[src/rtl/leaderboard_pkg.sv]
`default_nettype none
// ============================================================================
// Module   : leaderboard_pkg
// Purpose  : Shared widths, FSM state type, rank codes and the double-dabble
//            step helper for the leaderboard readout path.
// Revision : 1.0 - initial release
// ============================================================================
package leaderboard_pkg;

    localparam int SCORE_W   = 8;
    localparam int ID_W      = 3;
    localparam int BCD_W     = 12;
    localparam int NUM_RANKS = 3;
    localparam int DD_STEPS  = 8;   // one step per binary score bit

    typedef enum logic [1:0] {
        IDLE = 2'd0,
        CONV = 2'd1,
        SEND = 2'd2
    } state_e;

    localparam logic [1:0] RANK_1 = 2'd1;
    localparam logic [1:0] RANK_2 = 2'd2;
    localparam logic [1:0] RANK_3 = 2'd3;

    // One double-dabble iteration on the {bcd[11:0], bin[7:0]} register:
    // correct every BCD nibble that would overflow on doubling, then shift.
    function automatic logic [19:0] dd_step(input logic [19:0] v);
        logic [19:0] t;
        t = v;
        for (int i = 0; i < 3; i++) begin
            if (t[8+4*i +: 4] >= 4'd5) begin
                t[8+4*i +: 4] = t[8+4*i +: 4] + 4'd3;
            end
        end
        return {t[18:0], 1'b0};
    endfunction

endpackage
`default_nettype wire

[src/rtl/leaderboard_readout_bin2bcd_seq.sv]
`default_nettype none
// ============================================================================
// Module   : bin2bcd_seq
// Purpose  : Iterative 8-bit binary to 3-digit BCD converter (double dabble),
//            one step per clock.
// Ports    : clk     - clock, rising edge
//            clr     - asynchronous active-low reset
//            load_i  - capture bin_i and restart the conversion
//            bin_i   - binary value to convert
//            bcd_o   - {hundreds, tens, ones}; valid once the 8th step is done
//            done_o  - high in the cycle whose clock edge completes step 8
// Revision : 1.0 - initial release
// ============================================================================
module bin2bcd_seq (
    input  logic        clk,
    input  logic        clr,
    input  logic        load_i,
    input  logic [7:0]  bin_i,
    output logic [11:0] bcd_o,
    output logic        done_o
);
    import leaderboard_pkg::*;

    localparam logic [2:0] LAST_STEP = 3'(DD_STEPS - 1);

    logic [19:0] shift_q, shift_d;
    logic [2:0]  step_q, step_d;
    logic        run_q, run_d;

    always_comb begin
        shift_d = shift_q;
        step_d  = step_q;
        run_d   = run_q;
        done_o  = 1'b0;
        if (load_i) begin
            shift_d = {12'b0, bin_i};
            step_d  = 3'd0;
            run_d   = 1'b1;
        end else if (run_q) begin
            shift_d = dd_step(shift_q);
            step_d  = step_q + 3'd1;
            if (step_q == LAST_STEP) begin
                run_d  = 1'b0;
                done_o = 1'b1;
            end
        end
    end

    always_ff @(posedge clk or negedge clr) begin
        if (!clr) begin
            shift_q <= '0;
            step_q  <= '0;
            run_q   <= 1'b0;
        end else begin
            shift_q <= shift_d;
            step_q  <= step_d;
            run_q   <= run_d;
        end
    end

    // The register freezes once the run ends, so the digits stay put while
    // the downstream consumer stalls.
    assign bcd_o = shift_q[19:8];

endmodule
`default_nettype wire

[src/rtl/leaderboard_readout.sv]
`default_nettype none
// ============================================================================
// Module   : leaderboard_readout
// Purpose  : Snapshots the top-3 scores/ids on a trigger, converts each score
//            to BCD and streams one record per rank over valid/ready.
// Ports    : clk, clr (async active-low reset)
//            start            - one-cycle readout request
//            score1..3, id1..3- live leaderboard registers
//            busy             - readout in progress
//            rec_valid/ready  - record handshake
//            rec_rank/id/bcd/blank/last - record fields
//            done             - one-cycle pulse after the rank-3 handshake
// Revision : 1.0 - initial release
// ============================================================================
module leaderboard_readout #(
    parameter int SCORE_W     = leaderboard_pkg::SCORE_W,
    parameter int ID_W        = leaderboard_pkg::ID_W,
    parameter int REFRESH_CYC = 0
) (
    input  logic               clk,
    input  logic               clr,
    input  logic               start,
    input  logic [SCORE_W-1:0] score1,
    input  logic [SCORE_W-1:0] score2,
    input  logic [SCORE_W-1:0] score3,
    input  logic [ID_W-1:0]    id1,
    input  logic [ID_W-1:0]    id2,
    input  logic [ID_W-1:0]    id3,
    output logic               busy,
    output logic               rec_valid,
    input  logic               rec_ready,
    output logic [1:0]         rec_rank,
    output logic [ID_W-1:0]    rec_id,
    output logic [11:0]        rec_bcd,
    output logic               rec_blank,
    output logic               rec_last,
    output logic               done
);
    import leaderboard_pkg::*;

    state_e             state_q, state_d;
    logic [SCORE_W-1:0] snap_score_q [NUM_RANKS];
    logic [ID_W-1:0]    snap_id_q    [NUM_RANKS];
    logic [1:0]         rank_q;
    logic [ID_W-1:0]    rec_id_q;
    logic               rec_blank_q;
    logic               rec_last_q;
    logic               done_q;

    logic               refresh_tick;
    logic               trigger;
    logic               conv_load;
    logic [SCORE_W-1:0] conv_bin;
    logic               conv_done;
    logic [BCD_W-1:0]   conv_bcd;
    logic               hs;
    logic [SCORE_W-1:0] next_score;
    logic [ID_W-1:0]    next_id;

    // Free-running refresh timer; it keeps counting while busy so the tick
    // cadence is independent of readout length (ticks while busy are lost).
    generate
        if (REFRESH_CYC > 0) begin : g_refresh
            localparam int CNT_W = (REFRESH_CYC > 1) ? $clog2(REFRESH_CYC) : 1;
            localparam logic [CNT_W-1:0] CNT_LAST = CNT_W'(REFRESH_CYC - 1);
            logic [CNT_W-1:0] cnt_q;
            always_ff @(posedge clk or negedge clr) begin
                if (!clr) begin
                    cnt_q <= '0;
                end else if (cnt_q == CNT_LAST) begin
                    cnt_q <= '0;
                end else begin
                    cnt_q <= cnt_q + 1'b1;
                end
            end
            assign refresh_tick = (cnt_q == CNT_LAST);
        end else begin : g_no_refresh
            assign refresh_tick = 1'b0;
        end
    endgenerate

    assign trigger = start | refresh_tick;

    // Next rank's data always comes from the snapshot, never the live inputs.
    assign next_score = (rank_q == RANK_1) ? snap_score_q[1] : snap_score_q[2];
    assign next_id    = (rank_q == RANK_1) ? snap_id_q[1]    : snap_id_q[2];

    bin2bcd_seq u_bin2bcd (
        .clk    (clk),
        .clr    (clr),
        .load_i (conv_load),
        .bin_i  (conv_bin),
        .bcd_o  (conv_bcd),
        .done_o (conv_done)
    );

    always_comb begin
        state_d   = state_q;
        conv_load = 1'b0;
        conv_bin  = score1;
        hs        = 1'b0;
        unique case (state_q)
            IDLE: begin
                if (trigger) begin
                    state_d   = CONV;
                    conv_load = 1'b1;
                    conv_bin  = score1;
                end
            end
            CONV: begin
                if (conv_done) begin
                    state_d = SEND;
                end
            end
            SEND: begin
                if (rec_ready) begin
                    hs = 1'b1;
                    if (rank_q == RANK_3) begin
                        state_d = IDLE;
                    end else begin
                        state_d   = CONV;
                        conv_load = 1'b1;
                        conv_bin  = next_score;
                    end
                end
            end
            default: state_d = IDLE;
        endcase
    end

    always_ff @(posedge clk or negedge clr) begin
        if (!clr) begin
            state_q     <= IDLE;
            rank_q      <= 2'd0;
            rec_id_q    <= '0;
            rec_blank_q <= 1'b0;
            rec_last_q  <= 1'b0;
            done_q      <= 1'b0;
            for (int i = 0; i < NUM_RANKS; i++) begin
                snap_score_q[i] <= '0;
                snap_id_q[i]    <= '0;
            end
        end else begin
            state_q <= state_d;
            done_q  <= hs && (rank_q == RANK_3);
            if (state_q == IDLE && trigger) begin
                snap_score_q[0] <= score1;
                snap_score_q[1] <= score2;
                snap_score_q[2] <= score3;
                snap_id_q[0]    <= id1;
                snap_id_q[1]    <= id2;
                snap_id_q[2]    <= id3;
                rank_q          <= RANK_1;
                rec_id_q        <= id1;
                rec_blank_q     <= (score1 == '0);
                rec_last_q      <= 1'b0;
            end else if (hs && rank_q != RANK_3) begin
                rank_q      <= rank_q + 2'd1;
                rec_id_q    <= next_id;
                rec_blank_q <= (next_score == '0);
                rec_last_q  <= (rank_q == RANK_2);
            end
        end
    end

    assign busy      = (state_q != IDLE);
    assign rec_valid = (state_q == SEND);
    assign rec_rank  = rank_q;
    assign rec_id    = rec_id_q;
    assign rec_bcd   = conv_bcd;
    assign rec_blank = rec_blank_q;
    assign rec_last  = rec_last_q;
    assign done      = done_q;

endmodule
`default_nettype wire

[config.mk]
export PLATFORM = sky130hd
export DESIGN_NAME = leaderboard_readout
export DESIGN_NICKNAME = d
export VERILOG_FILES = /design/src/rtl/leaderboard_pkg.sv /design/src/rtl/leaderboard_readout_bin2bcd_seq.sv /design/src/rtl/leaderboard_readout.sv
export SDC_FILE = /design/constraint.sdc
export NUM_CORES = 1
export LEC_CHECK = 0
export ABC_AREA = 1
export BUFFER_PORTS_ARGS = -buffer_cell sky130_fd_sc_hd__buf_2
export CAP_MARGIN = 20
export CELL_PAD_IN_SITES_DETAIL_PLACEMENT = 0
export CELL_PAD_IN_SITES_GLOBAL_PLACEMENT = 2
export CORE_ASPECT_RATIO = 1.75
export CORE_UTILIZATION = 28
export DETAILED_ROUTE_END_ITERATION = 10
export PLACE_DENSITY_LB_ADDON = 0.05
export SYNTH_ARGS = -nofsm -noshare
export SYNTH_HDL_FRONTEND = slang
export SYNTH_SLANG_ARGS = --single-unit
[constraint.sdc]
create_clock -name clk -period 1.4 [get_ports clk]
set_input_delay 0.28 -clock clk [delete_from_list [all_inputs] [get_ports clk]]
set_output_delay 0.28 -clock clk [all_outputs]
set_load 0.01 [all_outputs]
==> reports/summary.txt, run 1 <==
STATUS
----------------------------------------------------------------------
Status                                                    complete, but fails checks
Violations in the final reports                           setup timing

DRT
----------------------------------------------------------------------
DRT Pass-1 Iters                                                     4
Routed wire length per instance                                14.0 µm
Detailed-route vias per instance                                  4.41
Routed Wire Length                                             9.36 mm
Post-route ant nets                                                  0
Detailed router's first-iteration violation count                   73
Total number of vias                                              2944
Remaining DRCs                                                       0

LOGIC SYNTHESIS
----------------------------------------------------------------------
Fraction of registers with async set/reset                        100%
Number of warnings printed during yosys synthesis                    0
Register area share after synthesis                              43.2%
Number of library cell types mapped by synthesis                    30
Number of standard cells after synthesis                           435
Summed instance area of the synthesized netlist               3250 µm²
Post-synth EDFFs                                                     0
Synth Area per Inst                                           7.46 µm²
Post-synth top flop                                       sky130_fd_sc_hd__dfrtp_1
Seq cells post-synth                                                56
Syn nets                                                           483

PWR
----------------------------------------------------------------------
Largest voltage drop on the vdd net                         0.000933 V
P per Cell Area                                            2230 nW/µm²
Leakage power summed over all cells                            2.49 nW

STA
----------------------------------------------------------------------
RSZ-0062 raised after global routing                               yes
Total count of hold-check failures in the final report               0
Slew at the pin closest to its max-slew limit                 0.348 ns
Normalized max-slew margin                                       76.8%
Finish-stage setup viols                                            20
Min cycle time layout                                          1.46 ns
Layout Skew                                                 0.00785 ns
Max-slew violations                                                  0
Fin worst setup slack                                       -0.0622 ns
Part of the cycle the worst path needs                            104%
Hold slack                                                    0.170 ns
Maximum operating frequency                                    684 MHz

CLOCKING
----------------------------------------------------------------------
Root buffer cell                                          sky130_fd_sc_hd__clkbuf_16
Clock transition at path regs                                  0.08 ns
Clock net sink count                                                56
# H-tree levels                                                      2
Worst skew pair latency                                        0.30 ns
CTS tree                                                         built
Number of buffers created by CTS                                     5
Max Buffers Root-to-Sink                                             2

CELLS AND AREA
----------------------------------------------------------------------
Cell area after layout                                        4480 µm²
Fill count                                                        1235
Most common cell after layout, fill and taps aside        sky130_fd_sc_hd__nand2_1
Number of inserted diodes                                            0
Number of nets in the final layout                                 582
Most frequent cells in the layout                         sky130_fd_sc_hd__nand2_1, sky130_fd_sc_hd__buf_2, sky130_fd_sc_hd__dfrtp_1
Final std cells w/o fill                                           667
Fraction of layout cells with a size suffix above 1              35.7%
Layout area overhead                                             38.0%

GRT
----------------------------------------------------------------------
GRT Overall Usage                                                15.9%
Via count of the first global-routing pass                        3085
Largest net degree at the start of global routing                   26
Wire length of the first global-routing pass                   14.9 mm
Initial antenna violation count                                      0
Remaining global-route overflow                                      0

PLACE
----------------------------------------------------------------------
Placer Congestion                                                0.770
Buffers on Ports                                                    58
Final HPWL from detailed placement                             7.00 mm
Worst setup timing slack at the placement stage              -0.181 ns
Placement-stage cell area                                     3870 µm²
Post-Place Cells                                                   641

CRITICAL PATH
----------------------------------------------------------------------
Cells traversed along the worst timing path               inv_2 -> ha_4 -> clkinvlp_4 -> buf_4 -> o211ai_1 -> nand2_1 -> nand2_1 -> nand2_1
Start of the worst register-to-register path               rec_rank[1]
Critical path class                                         reg -> reg
Startpoint types                                              register
Register-to-register setup slack                              -0.06 ns
Largest incremental delay on the critical path                 0.42 ns
Worst Reg-to-Reg Cells                                               8
Most repeated library cell on the critical path           sky130_fd_sc_hd__nand2_1
CP required                                                    1.60 ns
Critical Path Slowest Stage Cell                          sky130_fd_sc_hd__dfrtp_1
Data arrival time of the critical path                         1.67 ns
Sort of element at the end of the critical path               register
Maximum fanout count along the critical path                         7
Capture instance of the worst register-to-register path      rec_id[1]

HOLD PATH
----------------------------------------------------------------------
Worst hold path stage count                                          3
Hold worst-path end                                       snap_score_q[13]
Kind of path behind the tightest hold check                  in -> reg
Hold path startpoint                                         score2[5]

FLOORPLAN
----------------------------------------------------------------------
Area enclosed by the die boundary                            12000 µm²
Die Width                                                      83.4 µm
Total core area                                              11200 µm²
Count of pins on the block boundary                                 59
Initial cell density of the core                                 28.9%
Vertical die dimension                                          144 µm
Std cell rows                                                       51

JOB
----------------------------------------------------------------------
Max-capacitance violation count                                      0

==> state kept, by name, indices dropped and copies added (netlist names) <==
register	flops
u_bin2bcd.shift_q	20
snap_score_q	16
snap_id_q	6
rec_id	3
u_bin2bcd.step_q	3
rec_rank	2
state_q	2
done	1
rec_blank	1
rec_last	1
u_bin2bcd.run_q	1
==> worst max-delay path by stage <==
stage / endpoint / from / cells after the start
floorplan: u_bin2bcd.shift_q[2] / rec_rank[1] / 10
finish: rec_id[1] / rec_rank[1] / 8
global route: u_bin2bcd.shift_q[5] / rec_rank[1] / 10
global placement: u_bin2bcd.shift_q[7] / rec_rank[1] / 10
detailed placement: u_bin2bcd.shift_q[7] / rec_rank[1] / 10
CTS: u_bin2bcd.shift_q[4] / rec_rank[0] / 10
==> power by group <==
part,switching [W],total (W),leakage (nW),internal [W]
Combinational,0.00318,0.00586,1.73,0.00267
Clock,0.000632,0.00130,0.0671,0.000670
Sequential,0.000491,0.00285,0.696,0.00236
==> final cells by class <==
cell class / instances / area, µm² / share of cell area, %
Inverter: 56 / 236 / 5.28
Sequential cell: 56 / 1410 / 31.4
Multi-Input combinational cell: 297 / 1620 / 36.1
Clock buffer: 6 / 129 / 2.88
Timing Repair inverter: 1 / 7.51 / 0.168
Tap cell: 132 / 165 / 3.69
Clock inverter: 2 / 16.3 / 0.363
Timing Repair Buffer: 117 / 903 / 20.2
==> per-layer routing <==
metal	vias up	track usage (%)	wire length, µm
met4	0	6.26	205
met1	1386	15.6	3490
met2	41	33.0	5470
met3	8	2.11	191
met5	-	0	0
li1	1509	-	-
==> Yosys cell counts (3+ instances only) <==
cell type / instances / area share [%]
sky130_fd_sc_hd__nor2_1: 16 / 1.8
sky130_fd_sc_hd__nand3_1: 20 / 3.1
sky130_fd_sc_hd__clkbuf_1: 3 / 0.35
sky130_fd_sc_hd__nand2_2: 3 / 0.58
sky130_fd_sc_hd__a21oi_1: 6 / 0.92
sky130_fd_sc_hd__buf_2: 3 / 0.46
sky130_fd_sc_hd__o21ai_0: 22 / 3.4
sky130_fd_sc_hd__o21ai_2: 3 / 0.81
sky130_fd_sc_hd__nor2_4: 4 / 1.4
sky130_fd_sc_hd__buf_4: 13 / 3.0
sky130_fd_sc_hd__o21ai_1: 4 / 0.62
sky130_fd_sc_hd__o211ai_1: 3 / 0.69
sky130_fd_sc_hd__inv_1: 53 / 6.1
sky130_fd_sc_hd__nand2_1: 192 / 22
sky130_fd_sc_hd__ha_1: 11 / 4.2
sky130_fd_sc_hd__dfrtp_1: 56 / 43
sky130_fd_sc_hd__buf_6: 7 / 2.4
==> worst max-delay path, delay by kind of cell (launching register included) <==
family | cells | cell delay [ns]
buf+inv | 3 | 0.42
flops | 1 | 0.42
fa+ha+maj | 1 | 0.17
compound gates | 1 | 0.17
simple gates | 3 | 0.17
==> per-stage QoR <==
stage	TNS, ns	util (%)	power (W)
floorplan	-0.0985	-	0.00597
global placement	-1.05	34.5	0.00756
detailed placement	-1.42	34.5	0.00760
CTS	-0.634	37.6	0.00959
global route	-3.16	39.9	0.0109
finish	-0.669	39.9	0.0100
==> what timing repair did <==
action,in CTS,in global routing
pin swaps,5,16
hold buffers,1,0
hold endpoints to repair,10,0
cloned,1,2
setup buffers,8,6
gates resized for setup,37,51
setup endpoints to repair,19,51
==> cells by family (layout without fill, tap and decap cells) <==
kind of cell    count (synthesis)  count (layout)  synth area share (%)
buf+inv                        82             182                  12.8
simple gates                  242             242                  31.9
fa+ha+maj                      11              11                  4.24
xor+xnor                        1               1                 0.270
flops                          56              56                  43.2
compound gates                 43              43                  7.59
(Power assumes the default switching activity.)
==> run 2, diff against run 1 <==
Settings changed: CORE_UTILIZATION 28 to 32.
Clock period 1.4 ns to 1.6 ns, I/O delays scaled along.
==> run 2 against run 1 <==
  * The run now ends clean
  * Maximum frequency decreased by 0.37%
  * Sequential power down 14%
  * Routed wire length decreased by 18%
  * Die area shrank 12%
  * Core utilization fell by 0.33 points
  * Global-route usage decreased by 0.075 points
  * Sequential share of layout area is 4.6 points higher
  * Critical path depth up 2
  * Clock skew down 0.0030 ns
  * Largest power group unchanged
==> reports/summary.txt, run 2 (synthesis results as in run 1) <==
STA
---------------------------------------------------------------------
Finish-stage setup viols                                            0
Max-slew violations                                                 0
Maximum operating frequency                                   681 MHz
Layout Skew                                                0.00482 ns
Min cycle time layout                                         1.47 ns
Normalized max-slew margin                                      78.0%
Slew at the pin closest to its max-slew limit                0.330 ns
Part of the cycle the worst path needs                          91.7%
Total count of hold-check failures in the final report              0

PWR
---------------------------------------------------------------------
Largest voltage drop on the vdd net                        0.000728 V
Power Total                                                 0.00754 W
Internal power                                              0.00433 W
Clk pwr share                                                   16.6%
Leakage power summed over all cells                           2.19 nW
Seq pwr share                                                   32.5%
P per Cell Area                                           1940 nW/µm²
Fraction of power spent switching nets                          42.6%
Comb power frac                                                 50.8%
Switching power of the nets                                 0.00321 W

CLOCKING
---------------------------------------------------------------------
CTS tree                                                        built
Hold_buf cts                                                        0
Clock net sink count                                               56
# H-tree levels                                                     2
Worst skew pair latency                                       0.30 ns
Root buffer cell                                         sky130_fd_sc_hd__clkbuf_16
Max Buffers Root-to-Sink                                            2
Clock transition at path regs                                 0.07 ns
Number of buffers created by CTS                                    5

CRITICAL PATH
---------------------------------------------------------------------
Cells traversed along the worst timing path              ha_2 -> inv_2 -> nand2_2 -> nor2_4 -> nor2_8 -> buf_4 -> nand2_2 -> nand2_1 -> nand2_1 -> inv_1
Data arrival time of the critical path                        1.66 ns
Sort of element at the end of the critical path              register
Startpoint types                                             register
Largest incremental delay on the critical path                0.42 ns
CP required                                                   1.80 ns
Critical Path Slowest Stage Cell                         sky130_fd_sc_hd__dfrtp_1
Register-to-register setup slack                              0.13 ns
Critical path class                                        reg -> reg
Maximum fanout count along the critical path                        9

CELLS AND AREA
---------------------------------------------------------------------
Most frequent cells in the layout                        sky130_fd_sc_hd__nand2_1, sky130_fd_sc_hd__buf_2, sky130_fd_sc_hd__dfrtp_1
Number of inserted diodes                                           0
Most common cell after layout, fill and taps aside       sky130_fd_sc_hd__nand2_1
Most flop-heavy register                                 u_bin2bcd.shift_q
Number of flip-flops under the largest register name               20
Registers with the most flip-flops                       u_bin2bcd.shift_q x20, snap_score_q x16, snap_id_q x6
Number of nets in the final layout                                547
Final standard cell utilization of the core                     39.6%
Fraction of layout cells with a size suffix above 1             23.6%
Layout area overhead                                            20.0%

DRT
---------------------------------------------------------------------
Detailed router's first-iteration violation count                  68
Routed Wire Length                                            7.69 mm
Remaining DRCs                                                      0
Total number of vias                                             2769
Post-route ant nets                                                 0
DRT Pass-1 Iters                                                    4
Detailed-route vias per instance                                 4.43
Routed wire length per instance                               12.3 µm

FLOORPLAN
---------------------------------------------------------------------
Die Width                                                     78.1 µm
Total core area                                              9850 µm²
Area enclosed by the die boundary                           10600 µm²
Initial cell density of the core                                33.0%
Std cell rows                                                      48
Count of pins on the block boundary                                59
Vertical die dimension                                         135 µm

STATUS
---------------------------------------------------------------------
Status                                                   finished clean

GRT
---------------------------------------------------------------------
Largest net degree at the start of global routing                  57
Wire length of the first global-routing pass                  12.9 mm
Remaining global-route overflow                                     0
GRT Overall Usage                                               15.9%
Initial antenna violation count                                     0
Via count of the first global-routing pass                       2659

PLACE
---------------------------------------------------------------------
Buffers on Ports                                                   58
Final HPWL from detailed placement                            5.96 mm
Placer Congestion                                               0.736

JOB
---------------------------------------------------------------------
Max-capacitance violation count                                     0

HOLD PATH
---------------------------------------------------------------------
Kind of path behind the tightest hold check               in -> async

==> run 2: repair_timing <==
item	in CTS	in global routing
hold endpoints to repair	0	0
pin swaps	0	1
resized for setup	1	12
endpoints found under the setup margin	1	14
setup buffers	0	1
==> run 2: final timing paths <==
path	start	endpoint	cells past startpoint
hold / removal	clr	u_bin2bcd.shift_q[14]	2
max in group asynchronous	clr	u_bin2bcd.shift_q[7]	2
min in group clk	id2[2]	snap_id_q[5]	3
setup / recovery	rec_rank[0]	u_bin2bcd.shift_q[6]	10
hold reg to reg	snap_score_q[9]	snap_score_q[9]	2
setup reg to reg	rec_rank[0]	u_bin2bcd.shift_q[6]	10
==> run 2: final cells by class <==
| type | instances | area [µm²] |
|---|---|---|
| Fill cell | 1100 | 5950 |
| Timing Repair Buffer | 83 | 507 |
| Sequential cell | 56 | 1400 |
| Multi-Input combinational cell | 297 | 1460 |
| Tap cell | 125 | 156 |
| Inverter | 56 | 213 |
| Clock inverter | 2 | 35.0 |
| Clock buffer | 6 | 129 |
==> run 2: per-stage QoR <==
stage	hold WS [ns]	instance area (µm²)	setup TNS (ns)	setup slack [ns]	cells
finish	0.00444	3900	0	0.132	625
global route	0.0442	3900	-0.00303	-0.00303	625
CTS	0.0372	3860	0	0.0559	624
detailed placement	0.357	3700	0	0.00695	616
global placement	0.353	3700	0	0.0281	616
floorplan	0.0244	3250	0	0.0889	435
==> run 2: metal layers <==
| metal | track usage (%) | wire (µm) | share of wire, % | vias up |
|---|---|---|---|---|
| li1 | - | - | - | 1440 |
| met5 | 0 | 0 | 0 | - |
| met4 | 6.17 | 163 | 2.1 | 0 |
| met3 | 2.83 | 209 | 2.7 | 11 |
| met2 | 29.9 | 4190 | 54 | 51 |
| met1 | 17.2 | 3130 | 41 | 1267 |
==> run 2: worst max-delay path: cells and delay by family, from the launching register on <==
| family | cells | cell delay, ns |
|---|---|---|
| simple gates | 6 | 0.48 |
| flops | 1 | 0.42 |
| buf+inv | 3 | 0.26 |
| fa+ha+maj | 1 | 0.20 |
==> run 2: power by group through the flow <==
stage / clock [W] / sequential (W) / combinational [W]
global placement: 0 / 0.00245 / 0.00384
global route: 0.00135 / 0.00253 / 0.00445
floorplan: 0 / 0.00243 / 0.00277
CTS: 0.00129 / 0.00245 / 0.00387
finish: 0.00125 / 0.00245 / 0.00383
detailed placement: 0 / 0.00248 / 0.00385
